==> src/rtl/pair_buf_pkg.sv <==
// Shared definitions for the paired-address buffer: the write sequencer fills it
// and the read sweep consumes it.
package pair_buf_pkg;

  localparam int BUF_ADDR_W = 14;
  localparam int PAIR_START = 1024;
  localparam int PAIR_END   = 1536;

  typedef enum logic [2:0] {
    IDLE   = 3'd0,
    FIRST  = 3'd1,
    SECOND = 3'd2,
    WRITE  = 3'd3,
    DONE   = 3'd4
  } pw_state_t;

endpackage

==> src/rtl/pair_write_sequencer.sv <==
// Packs a serial sample stream into even/odd pairs and writes each pair into a
// dual-port RAM in one cycle, sweeping pair index START_PAIR .. END_PAIR-1.
module pair_write_sequencer
  import pair_buf_pkg::*;
#(
  parameter int ADDR_W     = BUF_ADDR_W,
  parameter int DATA_W     = 16,
  parameter int START_PAIR = PAIR_START,
  parameter int END_PAIR   = PAIR_END
) (
  input  logic              clk,
  input  logic              reset,
  input  logic              start,
  input  logic              in_valid,
  input  logic [DATA_W-1:0] in_data,
  output logic              in_ready,
  output logic              we_a,
  output logic              we_b,
  output logic [ADDR_W-1:0] addr_a,
  output logic [ADDR_W-1:0] addr_b,
  output logic [DATA_W-1:0] data_a,
  output logic [DATA_W-1:0] data_b,
  output logic              busy,
  output logic              done,
  output pw_state_t         dbg_state
);

  localparam int PAIR_W = ADDR_W - 1;
  localparam logic [PAIR_W-1:0] FIRST_PAIR = PAIR_W'(START_PAIR);
  localparam logic [PAIR_W-1:0] LAST_PAIR  = PAIR_W'(END_PAIR - 1);

  pw_state_t         r_state;
  logic [PAIR_W-1:0] r_pair;
  logic [DATA_W-1:0] r_even;
  logic [DATA_W-1:0] r_odd;
  logic              r_in_ready;
  logic              r_we;
  logic              r_busy;
  logic              r_done;
  logic              r_armed;
  logic              w_accept;
  logic              w_start;

  // Handshake: a sample transfers on a rising edge where in_valid && in_ready.
  // in_ready is registered and depends only on state, never on in_valid.
  assign w_accept = in_valid && r_in_ready;

  // r_armed drops a start that coincides with the first edge after reset release.
  assign w_start  = start && r_armed;

  always_ff @(posedge clk or posedge reset) begin
    if (reset) begin
      r_state    <= IDLE;
      r_pair     <= FIRST_PAIR;
      r_even     <= '0;
      r_odd      <= '0;
      r_in_ready <= 1'b0;
      r_we       <= 1'b0;
      r_busy     <= 1'b0;
      r_done     <= 1'b0;
      r_armed    <= 1'b0;
    end else begin
      r_armed <= 1'b1;
      r_we    <= 1'b0;
      case (r_state)
        IDLE, DONE: begin
          if (w_start) begin
            r_state    <= FIRST;
            r_pair     <= FIRST_PAIR;
            r_in_ready <= 1'b1;
            r_busy     <= 1'b1;
            r_done     <= 1'b0;
          end
        end
        FIRST: begin
          if (w_accept) begin
            r_even  <= in_data;
            r_state <= SECOND;
          end
        end
        SECOND: begin
          if (w_accept) begin
            r_odd      <= in_data;
            r_state    <= WRITE;
            r_in_ready <= 1'b0;
            r_we       <= 1'b1;
          end
        end
        WRITE: begin
          // The pair index advances only after its write cycle, keeping addresses stable.
          if (r_pair == LAST_PAIR) begin
            r_state <= DONE;
            r_busy  <= 1'b0;
            r_done  <= 1'b1;
          end else begin
            r_pair     <= r_pair + 1'b1;
            r_state    <= FIRST;
            r_in_ready <= 1'b1;
          end
        end
        default: begin
          r_state    <= IDLE;
          r_in_ready <= 1'b0;
          r_busy     <= 1'b0;
          r_done     <= 1'b0;
        end
      endcase
    end
  end

  assign in_ready  = r_in_ready;
  assign we_a      = r_we;
  assign we_b      = r_we;
  assign addr_a    = {r_pair, 1'b0};
  assign addr_b    = {r_pair, 1'b1};
  assign data_a    = r_even;
  assign data_b    = r_odd;
  assign busy      = r_busy;
  assign done      = r_done;
  assign dbg_state = r_state;

endmodule

==> config.mk <==
export PLATFORM = sky130hd
export DESIGN_NAME = pair_write_sequencer
export DESIGN_NICKNAME = d
export VERILOG_FILES = /design/src/rtl/pair_buf_pkg.sv /design/src/rtl/pair_write_sequencer.sv
export SDC_FILE = /design/constraint.sdc
export NUM_CORES = 1
export LEC_CHECK = 0
export BUFFER_PORTS_ARGS = -buffer_cell sky130_fd_sc_hd__buf_2
export CAP_MARGIN = 20
export CELL_PAD_IN_SITES_DETAIL_PLACEMENT = 1
export CELL_PAD_IN_SITES_GLOBAL_PLACEMENT = 1
export CORE_MARGIN = 2
export CORE_UTILIZATION = 35
export DETAILED_ROUTE_END_ITERATION = 7
export PLACE_DENSITY_LB_ADDON = 0.1
export SLEW_MARGIN = 20
export SYNTH_ARGS = -nofsm -noshare
export SYNTH_HDL_FRONTEND = slang
export SYNTH_SLANG_ARGS = --single-unit
==> constraint.sdc <==
create_clock -name clk -period 2.55 [get_ports clk]
set_input_delay 0.1275 -clock clk [delete_from_list [all_inputs] [get_ports clk]]
set_output_delay 0.1275 -clock clk [all_outputs]
set_load 0.03 [all_outputs]
; Yosys cells after proc, flatten, opt, wreduce, memory -nomap -nowiden
; Cells that the tools add are included.
[word_totals]
register_bits = 53
in_bits = 20
output_inout_bits = 68
elab_cells = 53
[classes]
add_sub_neg = 1
n_eq_ne = 10
n_mux = 19
n_bitwise = 2
reduce_logical = 12
[op_table]
columns = op, n
row1 = 13-bit 2-to-1 mux, 2
row2 = 13-bit case mux with 2 select lines, 1
row3 = "13-bit by 1-bit adder with 13-bit output, second input constant", 1
row4 = "13-bit by 11-bit equality test with 1-bit output, second input constant", 1
row5 = 3-bit 2-to-1 mux, 4
row6 = 3-bit case mux with 4 select lines, 1
row7 = "2-bit inequality test, second input constant", 5
row8 = 3-bit AND reduction, 3
row9 = 1-bit 2-to-1 mux, 8
row10 = "3-bit by 2-bit equality test with 1-bit output, second input constant", 2
row11 = 1-bit case mux with 3 select lines, 2
row12 = 1-bit case mux with 4 select lines, 1
row13 = 2-bit AND reduction, 2
row14 = 4-bit AND reduction, 1
row15 = 2-bit OR reduction, 2
row16 = "3-bit by 1-bit equality test with 1-bit output, second input constant", 1
row17 = "3-bit equality test, second input constant", 1
row18 = 3-bit logical NOT, 1
row19 = 1-bit logical AND, 2
row20 = 1-bit inverter, 2
row21 = 2-bit nonzero test, 1

; Logic depth before layout (Yosys ltp)
[depth]
depth_word = 4
depth_mapped = 7
mapped_depth_nobuf = 5

; Least setup slack after synthesis
; OpenSTA, ideal clock, no wires.
[synth_timing]
path_kind = register to register
from = register r_pair[0]
to = register r_pair[5]
setup_time_ns = 0.070
arrival_time_ns = 1.876
required_ns = 2.480
setup_slack_ns = 0.604
path_stages_with_launch = 8
n_path_buf = 2
synth_period_minus_slack_ns = 1.946
cell_sequence = dfrtp_1 -> ha_1 -> and3_1 -> clkbuf_1 -> a41o_1 -> buf_6 -> or3_1 -> nand3_1
[synth_via]
elab_chain_len = 3
word_cells_on_any_way = 6
cone_classes = add/sub: 1 / eq/ne: 2 / mux: 2 / reduce/logical: 1
[synth_rtl]
columns = element, line_no
row1 = start: declaration, pair_write_sequencer.sv:33  ; logic [PAIR_W-1:0] r_pair;
row2 = start signal: assignment, pair_write_sequencer.sv:96  ; r_pair <= r_pair + 1'b1;
row3 = 13-bit by 1-bit adder with 13-bit output or 13-bit by 11-bit equality test with 1-bit output (tied branches), "pair_write_sequencer.sv:96, pair_write_sequencer.sv:91"
row4 = 13-bit 2-to-1 mux or 2-bit inequality test (tied branches), --
row5 = 13-bit case mux with 2 select lines or 3-bit AND reduction (tied branches), --
; Parallel ways exist; a longest one is shown, timed or not. The select of a mux whose other input is x is not followed.
; A chain may end at the register's enable or synchronous reset.

; Final worst setup path
[layout_timing]
from = register r_pair[0]
to = register r_pair[11]
; The elaborated chain is that of the path after synthesis.

==> flow_metrics.env <==
export IMPL_drtAntennaViolNets=0
export IMPL_worstHoldPathType="input port to flip-flop"
export IMPL_cts_buffer_depth=2
export IMPL_layout_nets=305
export IMPL_setup_tns_ps=0
export IMPL_p_leak_nw=1.46
export IMPL_synth_flop_cell="dfrtp_1"
export IMPL_dieArea_um2=7920
export IMPL_num_vias=1877
export IMPL_critPathLaunchType="flip-flop"
export IMPL_clkTransAtPathRegs_ps=100
export IMPL_cp_required_ps=2750
export IMPL_maxSlewHeadroom_pct=62.3
export IMPL_cts_sinks=53
export IMPL_synth_edff_count=0
export IMPL_cts_tree="yes"
export IMPL_cp_end_kind="flip-flop"
export IMPL_ys_ff_latch=53
export IMPL_io_pins=88
export IMPL_die_y_um=89.0
export IMPL_max_freq_ghz=0.492
export IMPL_core_area_um2=6910
export IMPL_place_congestion=0.716
export IMPL_wl_per_cell_um=15.8
export IMPL_fillCellCount=807
export IMPL_p_per_area_nw_per_um2=1310
export IMPL_yosysSeqAreaShare_pct=52.5
export IMPL_die_w_um=89.0
export IMPL_cap_violations=0
export IMPL_path_max_fanout=11
export IMPL_synth_cell_type_count=41
export IMPL_period_needed_ps=2030
export IMPL_cts_made_buffers=5
export IMPL_cts_root_buf="clkbuf_8"
export IMPL_drc=0
export IMPL_vias_per_cell=4.93
export IMPL_slew_violations=0
export IMPL_syn_to_final_growth_pct=19.7
export IMPL_gr_usage_all_layers_pct=16.0
export IMPL_grt_pass1_wl_um=9600
export IMPL_finalHoldViolations=0
export IMPL_drt_total_wl_um=6000
export IMPL_skew_ps=8.36
export IMPL_avgSynthCellArea_um2=11.9
export IMPL_finish_instance_area_um2=3020
export IMPL_port_buffers=85
export IMPL_antenna_found_initial=0
export IMPL_power_total_mw=3.95
export IMPL_layout_setup_ws_ps=519
export IMPL_finalCritPeriodShare_pct=79.7
export IMPL_syn_cell_area_um2=2530
export IMPL_setup_violations_final=0
export IMPL_dpl_cell_area_um2=2930
export IMPL_crit_type="flip-flop to flip-flop"
export IMPL_num_antenna_cells=0
export IMPL_grt_pass1_vias=1851
export IMPL_h_tree_depth=2
export IMPL_drtIter0Drc=29
export IMPL_ys_async_sr_fraction_pct=100
export IMPL_vdd_drop_max_mv=0.522
export IMPL_drive_above_1_share_pct=48.4
export IMPL_num_rows=30
export IMPL_hold_ws_ps=58.6
export IMPL_grt_overflow=0
export IMPL_grt_max_degree=30
export IMPL_place_ws_ps=538
export IMPL_cp_arrival_ps=2230
export IMPL_yosys_warnings=0
export IMPL_firstDrtPassIters=4
export IMPL_outcome="completed"
export IMPL_clk_latency_ps=310
export IMPL_tightest_slew_ps=564
export IMPL_cts_resized=0
export IMPL_start_util_pct=36.6
export IMPL_rsz0062_at_grt="false"
export IMPL_synth_cells=212
export IMPL_dp_hpwl_um=4390
## path summary, 6_finish.rpt
check | from | endpoint | slack (ps) | depth (start not counted)
setup / recovery | r_pair[0] | r_pair[11] | 520 | 5
hold / removal | in_data[11] | data_b[11] | 60 | 2
setup reg to reg | r_pair[0] | r_pair[11] | 520 | 5
hold reg to reg | data_a[4] | data_a[4] | 510 | 1
max in group asynchronous | reset | we_a | 1580 | 4
min in group asynchronous | reset | r_pair[7] | 410 | 3
## state kept, by name, summed over array words and instances, names as in the netlist
signal / cells
r_pair: 13
we_a: 1
r_armed: 1
data_a: 16
dbg_state: 3
busy: 1
data_b: 16
in_ready: 1
done: 1
## timing repair
item,4_1_cts,5_1_grt
hold buffers,1,0
setup buffers,0,0
endpoints found under the hold margin,23,0
## synthesized netlist by cell type, types with 3 or more instances
master | count | area, um2
nand2_1 | 10 | 37.5
and4_1 | 3 | 26.3
dfrtp_1 | 52 | 1300
a21oi_1 | 12 | 60.1
mux2_2 | 32 | 360
o21ai_0 | 10 | 50.1
and3_1 | 4 | 25.0
nand4_1 | 5 | 31.3
buf_2 | 3 | 15.0
a31oi_1 | 6 | 37.5
buf_4 | 18 | 135
a41oi_1 | 4 | 35.0
nand3_1 | 10 | 50.1
nor2_1 | 6 | 22.5
buf_6 | 3 | 33.8
## routing by layer
layer  part of all wire (%)  GRT usage (%)
met5                      0              0
met2                     47           25.8
met4                    1.1           4.48
met3                    5.7           3.97
met1                     46           21.5
## kinds of logic after synthesis
group | count (synthesis) | share of synthesized area (%)
simple gates | 54 | 13.9
compound gates | 41 | 10.3
mux | 32 | 14.3
other cells | 2 | 0.297
xor+xnor | 1 | 0.347
flops | 53 | 52.5
fa+ha+maj | 1 | 0.495
buf+inv | 28 | 7.87
## power by group
group          internal (mW)  leakage, nW  switching [mW]
Sequential              1.18        0.653           0.306
Clock                  0.196       0.0456           0.283
Combinational          0.684        0.759            1.31
Total                   2.06         1.46            1.90
## layout make-up
type                    instances  area [um2]  share of cell area, %
flip-flops and latches         53        1330                   43.9
multi-input cells             132        1000                   33.2
repair buffers                 90         478                   15.8
well taps                      96         120                   3.97
clock buffers                   6        72.6                   2.40
clock inverters                 2        13.8                  0.455
inverters                       2        7.51                  0.248
## critical path: stages, from the launching register on
cell,delay (ps)
dfrtp_1,460
ha_1,280
and3_1,270
a41o_1,370
and2_1,250
a211o_1,290
## stage by stage
| stage | cells | utilization [%] |
|---|---|---|
| final | 381 | 43.8 |
| after global routing | 381 | 43.8 |
| after detailed placement | 372 | 42.4 |
| after CTS | 381 | 43.8 |
| after floorplan | 213 | - |
| after global placement | 372 | 42.4 |
## cell usage in the layout, fill, tap and decap left out, types with 2 or more instances in the layout
cell,n
dfrtp_1,52
a31oi_1,6
and3_1,4
buf_4,3
nor2_1,6
mux2_2,32
nor3_1,2
clkbuf_8,5
o21ai_0,10
or3_1,2
nand3_1,10
a41oi_1,4
nand4_1,5
a21oi_1,12
nand2b_1,2
o21a_1,2
and4_1,3
nand2_1,10
and2_1,2
conb_1,3
buf_2,85
No activity file was read; power rests on OpenSTA's default activity.
